==> config.mk <==
export PLATFORM = sky130hd
export DESIGN_NAME = mac_stream16
export DESIGN_NICKNAME = d
export VERILOG_FILES = /design/src/rtl/mac_stream16.sv
export SDC_FILE = /design/constraint.sdc
export NUM_CORES = 1
export LEC_CHECK = 0
export CORE_UTILIZATION = 52
export DETAILED_ROUTE_END_ITERATION = 10
export PLACE_DENSITY = 0.72
export SLEW_MARGIN = 20
export SYNTH_ARGS = -nofsm -noshare
export SYNTH_HDL_FRONTEND = slang
export SYNTH_SLANG_ARGS = --single-unit
export TNS_END_PERCENT = 100
==> constraint.sdc <==
create_clock -name clk -period 10.45 [get_ports clk]
set_input_delay 2.6125 -clock clk [delete_from_list [all_inputs] [get_ports clk]]
set_output_delay 2.6125 -clock clk [all_outputs]
set_load 0.02 [all_outputs]
==> src/rtl/mac_stream16.sv <==
// rtl/mac_stream16.sv - operand store and signed product streamer feeding the 16-beat accumulator
// Holds N_BEATS x/w pairs and emits one sign-extended x*w per accepted beat with first/last framing.
module mac_stream16 #(
    parameter int N_BEATS = 16,
    parameter int DW      = 8,
    parameter int OW      = 20
) (
    input  logic                       clk,
    input  logic                       rst,
    input  logic                       wr_en,
    input  logic [$clog2(N_BEATS)-1:0] wr_addr,
    input  logic [DW-1:0]              wr_x,
    input  logic [DW-1:0]              wr_w,
    input  logic                       start,
    output logic                       busy,
    output logic                       out_valid,
    input  logic                       out_ready,
    output logic [OW-1:0]              out_data,
    output logic                       out_first,
    output logic                       out_last,
    output logic                       done
);
    localparam int CW = $clog2(N_BEATS);
    localparam logic [CW-1:0] LAST_IDX = CW'(N_BEATS - 1);

    typedef enum logic [1:0] {IDLE, RUN, DONE} state_t;

    state_t          r_state, w_state_nxt;
    logic [CW-1:0]   r_cnt, w_cnt_nxt, w_cnt_inc;
    logic [DW-1:0]   r_x [N_BEATS];
    logic [DW-1:0]   r_w [N_BEATS];
    logic            r_busy, r_valid, r_first, r_last, r_done;
    logic            w_busy, w_valid, w_first, w_last, w_done;
    logic [OW-1:0]   r_data, w_data;
    logic [OW-1:0]   w_prod;
    logic [CW-1:0]   w_idx;
    logic            w_bypass;
    logic            w_accept;
    logic signed [2*DW-1:0] w_prod_raw;

    assign w_accept  = r_valid & out_ready;
    assign w_cnt_inc = r_cnt + 1'b1;

    // Beat 0 must see a slot-0 write landing on the same edge as start.
    assign w_bypass = (r_state == IDLE) && wr_en && (wr_addr == '0);
    assign w_idx    = (r_state == RUN) ? w_cnt_inc : '0;

    assign w_prod_raw = $signed(w_bypass ? wr_x : r_x[w_idx]) *
                        $signed(w_bypass ? wr_w : r_w[w_idx]);
    assign w_prod     = {{(OW-2*DW){w_prod_raw[2*DW-1]}}, w_prod_raw};

    always_ff @(posedge clk or posedge rst) begin
        if (rst) begin
            r_state <= IDLE;
            r_cnt   <= '0;
            r_busy  <= 1'b0;
            r_valid <= 1'b0;
            r_first <= 1'b0;
            r_last  <= 1'b0;
            r_done  <= 1'b0;
            r_data  <= '0;
            for (int i = 0; i < N_BEATS; i++) begin
                r_x[i] <= '0;
                r_w[i] <= '0;
            end
        end else begin
            r_state <= w_state_nxt;
            r_cnt   <= w_cnt_nxt;
            r_busy  <= w_busy;
            r_valid <= w_valid;
            r_first <= w_first;
            r_last  <= w_last;
            r_done  <= w_done;
            r_data  <= w_data;
            if (wr_en && (r_state == IDLE)) begin
                r_x[wr_addr] <= wr_x;
                r_w[wr_addr] <= wr_w;
            end
        end
    end

    always_comb begin
        w_state_nxt = r_state;
        w_cnt_nxt   = r_cnt;
        w_busy      = r_busy;
        w_valid     = r_valid;
        w_first     = r_first;
        w_last      = r_last;
        w_data      = r_data;
        w_done      = 1'b0;
        case (r_state)
            IDLE: begin
                if (start) begin
                    w_state_nxt = RUN;
                    w_cnt_nxt   = '0;
                    w_busy      = 1'b1;
                    w_valid     = 1'b1;
                    w_first     = 1'b1;
                    w_last      = 1'b0;
                    w_data      = w_prod;
                end
            end
            RUN: begin
                if (w_accept) begin
                    w_first = 1'b0;
                    if (r_cnt == LAST_IDX) begin
                        w_state_nxt = DONE;
                        w_busy      = 1'b0;
                        w_valid     = 1'b0;
                        w_last      = 1'b0;
                        w_done      = 1'b1;
                    end else begin
                        w_cnt_nxt = w_cnt_inc;
                        w_data    = w_prod;
                        w_last    = (w_cnt_inc == LAST_IDX);
                    end
                end
            end
            DONE: begin
                w_state_nxt = IDLE;
            end
            default: begin
                w_state_nxt = IDLE;
            end
        endcase
    end

    assign busy      = r_busy;
    assign out_valid = r_valid;
    assign out_first = r_first;
    assign out_last  = r_last;
    assign out_data  = r_data;
    assign done      = r_done;

endmodule

==> results.toml, run 1 <==
[run_status]
status = "finished clean"

[cts]
clock_path_buffers = 3
insertion_delay_ns = 0.58
ctsResizeCount = 0
postCtsSetupBuffers = 0
clk_pin_slew_ns = 0.06
tritoncts = "yes"
clkSinkCount = 282
clock-root-buffer = "clkbuf_16"
cts_buffers = 30
htreeDepth = 1
holdBufCountCts = 0

[floorplanning]
start_util_pct = 52.93
ios = 50
core_area_mm2 = 0.03067
rows = 64
die_h_um = 178.7
die_area_mm2 = 0.03193
fp.dieW_um = 178.7

[synth]
ys_types = 78
ys_ff_latch = 282
synth-xor-area-share_pct = 0.9094
synth_compound_area_share_pct = 10.10
synth_area_mm2 = 0.01623
synth.mux.area_fraction_pct = 23.13
synth.top_cell.area_share_pct = 43.47
netlist_top_cells_area = "dfrtp_1 (43%), mux2_2 (20%), fa_1 (6.8%), ha_1 (2.4%), mux2i_1 (2.3%)"
syn_area_per_cell_um2 = 11.89
yosys.area.top_type = "dfrtp_1"
synthCells = 1365
yosys_warnings = 0
synth-main-ff-cell = "dfrtp_1"
synth_async_sr_flop_share_pct = 100.0
synth.net_count = 1476
yosys.area_share.adder_pct = 9.171
synth_edf_count = 0
synthSimpleGateAreaFrac_pct = 7.676
synth_top_family_by_area = "multiplexers"
seq_area_frac_synth_pct = 43.47

[cells_and_area]
drive_above_1_share_pct = 29.83
n_antenna_cell = 0
final_common_cell = "mux2_2"
area_growth_pct = 10.31
final_cells = 1784
fin_nets = 1479
design_area_mm2 = 0.01791
mostFrequentLayoutCells = "mux2_2 (293), dfrtp_1 (281), nand2_1 (80), inv_1 (79), fa_1 (55)"
fin_util_pct = 58.39

[place]
dp_cells = 1732
dpl_cell_area_mm2 = 0.01689
gp_congestion = 0.8809
dp_hpwl_um = 26780
port_buffers = 49

[drt]
highest_layer = "met4"
via_count = 10990
drcViolationCount = 0
drtIter0Drc = 1032
wirelength_um = 41370
drt-met1-wl_um = 17680
ant_nets = 0
first_pass_iters = 5
met2_length_um = 19260
wire_per_inst_um = 23.19
route.met3.wl_um = 3284
viasPerCell = 6.163

[run]
cap_violations = 0

[setup_path]
path_max_fanout = 19
path_class = "in2reg"
critPathBufInv = 5
cp.depth = 22
worstPathArrival_ns = 9.04
crit_path_top_delay_cell = "or4b_4"
startpoint_type = "primary input"
cp_cell_sequence = "clkdlybuf4s50_1 > or4b_4 > nand3b_2 > o211ai_1 > a211oi_1 > or3b_4 > and2_1 > fa_1 > inv_1 > fa_1 > inv_1 > fa_1 > inv_1 > fa_1 > inv_1 > ha_1 > o21a_1 > o31a_1 > o21ba_2 > o21ba_2 > or4_1 > nand3_1"
crit_path_end_kind = "flip-flop"
rr_worst_depth = 23
required_ns = 10.95
crit_family = "simple AND/OR/NAND/NOR gates"
cpPeakStageDelay_ns = 0.61

[grt]
antenna_found_initial = 0
grt_max_degree = 173
gr-total-overflow = 0
grt_pass1_wl_um = 65920
grt_pass1_vias = 11230
grt.total_usage_pct = 27.13

[sta]
setup_violations = 0
finalSetupTns_ns = 0
worst_pin_slew_ns = 1.249
fmax_mhz = 117.1
final_hold_viol_count = 0
slew-limit-headroom_pct = 16.53
period_share_pct = 81.71
clock_skew_ns = 0.01927
fin_crit_ns = 8.538
grt_setup_unrepaired = "no"
slew_viol_final = 0

[hold_path]
whs_path_depth = 2
min-delay-path-class = "reg2reg"
[tightest hold or removal path: cells and delay by family (launching register included)]
kind | cells | cell delay, ns
flops | 1 | 0.34
simple gates | 2 | 0.10
[path summary, 6_finish.rpt]
path	startpoint	end	slack, ns
worst max-delay path	wr_addr[1]	out_data[14]$_DFFE_PP0P_	1.91
worst min-delay path	r_x[121]$_DFFE_PP0P_	r_x[121]$_DFFE_PP0P_	0.47
worst max register to register	r_cnt[0]$_DFFE_PP0P_	out_data[14]$_DFFE_PP0P_	2.26
worst min register to register	r_x[121]$_DFFE_PP0P_	r_x[121]$_DFFE_PP0P_	0.47
max in group asynchronous	rst	r_w[77]$_DFFE_PP0P_	6.46
min in group asynchronous	rst	r_x[39]$_DFFE_PP0P_	2.59
[Yosys cell counts (13+ instances only)]
cell	number
a21oi_1	30
buf_2	38
buf_4	17
clkbuf_1	39
dfrtp_1	282
fa_1	55
ha_1	31
inv_1	80
mux2_2	293
mux2i_1	38
nand2_1	81
nand2b_1	18
nor2_1	45
nor2b_1	13
nor3_1	16
o211ai_1	13
o21ai_0	23
o221ai_1	15
o22ai_1	32
[layer usage]
layer	track usage (%)	vias to the layer above
met2	43.59	435
met1	37.40	5635
met4	8.016	0
met5	0	-
met3	5.068	74
li1	-	4850
[sequential cells by signal (all words and copies together), names as in the netlist]
register   count
r_w          128
r_x          128
out_data      16
r_cnt          4
r_state        2
done           1
out_first      1
out_last       1
out_valid      1
[cell type report]
type	count	area, um^2
sequential	282	7058
multi-input combinational	895	8307
clock inverter	8	108.9
fill	2500	12760
timing repair buffer	79	728.2
inverter	80	307.8
tap	396	495.5
clock buffer	44	903.4
[cell families after synthesis]
group | after synthesis
multiplexers | 335
flip-flops | 282
AND/OR/NAND/NOR | 240
AO/OA/AOI/OAI | 218
buffers and inverters | 188
adder cells (fa/ha/maj) | 86
XOR/XNOR | 16
[through the flow]
step / setup WS, ns / hold slack (ns)
3_3_place_gp: 1.464 / 0.4488
6_report: 1.912 / 0.4699
2_1_floorplan: 0.05861 / 0.4331
4_1_cts: 1.976 / 0.4709
3_5_place_dp: 1.382 / 0.4574
5_1_grt: 1.577 / 0.4949
Power of run 1 is left out: the tool's default activity adds up to more than one toggle a clock period on the data nets, which glitch-free logic cannot reach.
==> run 2: changes to the inputs <==
PLACE_DENSITY = 0.69   (was 0.72)
clock period = 8.78 ns   (was 10.45 ns; I/O delays follow)
==> run 2 against run 1 <==
  * Cell count rose by 1.7%
  * Utilization rose by 0.99 points
  * Routed wire length fell by 0.58%
  * Critical path depth fell by 2
  * Largest cell class unchanged
  * Sequential share of layout area fell by 0.66 points
  * Count of clock-buffer cells in the layout fell by 2
==> results.toml, run 2 (synthesis results as in run 1) <==
[run_status]
status = "finished clean"

[cells_and_area]
seq_area_mm2 = 0.007058
final_common_cell = "mux2_2"
fillerInstances = 2486
multiInputGateArea_mm2 = 0.008302
area_growth_pct = 12.18
n_antenna_cell = 0
drive_above_1_share_pct = 31.38
mostFrequentLayoutCells = "mux2_2 (293), dfrtp_1 (281), nand2_1 (80), inv_1 (79), fa_1 (55)"
fin_nets = 1506

[place]
dp_hpwl_um = 27390
gp_congestion = 0.9250
port_buffers = 49

[setup_path]
startpoint_type = "primary input"
worstReg2RegEnd = "out_data[14]$_DFFE_PP0P_"
startpoint = "wr_addr[1]"
crit-reg2reg-launch = "r_cnt[0]$_DFFE_PP0P_"
worstPathArrival_ns = 8.38
crit_path_end_kind = "flip-flop"
path_max_fanout = 9
crit_path_top_delay_cell = "or4b_4"
required_ns = 9.28
rr_worst_depth = 24
path_class = "in2reg"
ff2ff_setup_slack_ns = 1.05
cpPeakStageDelay_ns = 0.60
cp_cell_sequence = "clkdlybuf4s50_1 > or4b_4 > nor4_4 > nor4_1 > or3b_1 > nand2b_1 > fa_1 > fa_1 > inv_1 > fa_1 > inv_1 > fa_1 > inv_1 > ha_1 > o21a_1 > o31a_1 > o21ba_2 > o21ba_2 > or4_1 > nand3_1"
crit_top_cell = "fa_1"

[grt]
grt.total_usage_pct = 26.76
gr-total-overflow = 0
grt_pass1_wl_um = 64650
antenna_found_initial = 0
grt_max_degree = 136
grt_pass1_vias = 11050

[cts]
clock-root-buffer = "clkbuf_16"
clk_pin_slew_ns = 0.06
tritoncts = "yes"
holdBufCountCts = 0
ctsResizeCount = 0
clkSinkCount = 282
postCtsSetupBuffers = 0
cts_buffers = 31
clock_path_buffers = 3
insertion_delay_ns = 0.59
htreeDepth = 1

[sta]
period_share_pct = 89.78
setup_violations = 0
clock_skew_ns = 0.03551
finalSetupTns_ns = 0
slew-limit-headroom_pct = 19.99
fmax_mhz = 126.9
grt_setup_unrepaired = "no"
final_hold_viol_count = 0
worst_pin_slew_ns = 1.197
slew_viol_final = 0
fin_crit_ns = 7.883

[drt]
drtIter0Drc = 954
wirelength_um = 41130
ant_nets = 0
wire_per_inst_um = 22.68
drcViolationCount = 0
via_count = 10850
viasPerCell = 5.980
first_pass_iters = 5

[floorplanning]
ios = 50
fp.dieW_um = 178.7
core_area_mm2 = 0.03067
die_h_um = 178.7
rows = 64
start_util_pct = 52.93
die_area_mm2 = 0.03193

[hold_path]
holdPathEnd = "out_data[10]$_DFFE_PP0P_"
whs_path_depth = 1
hp-start = "out_data[10]$_DFFE_PP0P_"
min-delay-path-class = "reg2reg"

[run]
cap_violations = 0
[run 2: changes by cell type in the layout (fill, tap and decap cells not counted), sizes merged]
cell      before  now
clkbuf        44   42
inv           81   80
bufinv         2    5
clkinvlp       0    3
clkinv         5    6
buf           30   56
[run 2: metrics by stage]
stage	hold WS, ns	std cells	util [%]	instance area [um^2]	worst slack (ns)
6_report	0.4710	1814	59.38	18210	0.8970
5_1_grt	0.4984	1814	59.38	18210	0.6597
4_1_cts	0.4690	1813	59.31	18190	0.9414
3_5_place_dp	0.4558	1757	55.67	17070	0.3474
3_3_place_gp	0.4558	1757	55.67	17070	0.4886
2_1_floorplan	0.4331	1365	-	16240	1.161
[run 2: area by class of cell]
cell class / count / share of cell area (%)
clock buffer: 42 / 4.926
clock inverter: 14 / 1.202
inverter: 80 / 1.670
multi-input combinational: 895 / 45.59
sequential: 282 / 38.76
tap: 396 / 2.721
timing repair buffer: 105 / 5.139
[run 2: worst max-delay path, delay by kind of cell]
family | cells | cell delay (ns)
and+or+nand+nor | 7 | 2.51
adders and majority gates | 5 | 2.31
AOI/OAI and AO/OA | 4 | 0.78
buffers and inverters | 4 | 0.58
[run 2: routing by layer]
layer  routed length (um)  share of wire [%]  vias to the layer above  global-route usage, %
li1                     -                  -                     4896                      -
met1                18870                 46                     5558                  37.75
met2                18750                 46                      325                  42.60
met3                 2540                6.2                       69                  5.004
met4                  980                2.4                        0                  6.638
met5                    0                  0                        -                      0
[run 2: how the worst max path moves through the flow]
stage / to / cells after the start
floorplan: out_data[14]$_DFFE_PP0P_ / 21
global route: out_data[18]$_DFFE_PP0P_ / 21
CTS: out_data[14]$_DFFE_PP0P_ / 20
global placement: out_data[14]$_DFFE_PP0P_ / 22
detailed placement: out_data[14]$_DFFE_PP0P_ / 20
finish: out_data[14]$_DFFE_PP0P_ / 20
Power of run 2 is left out for the same reason.
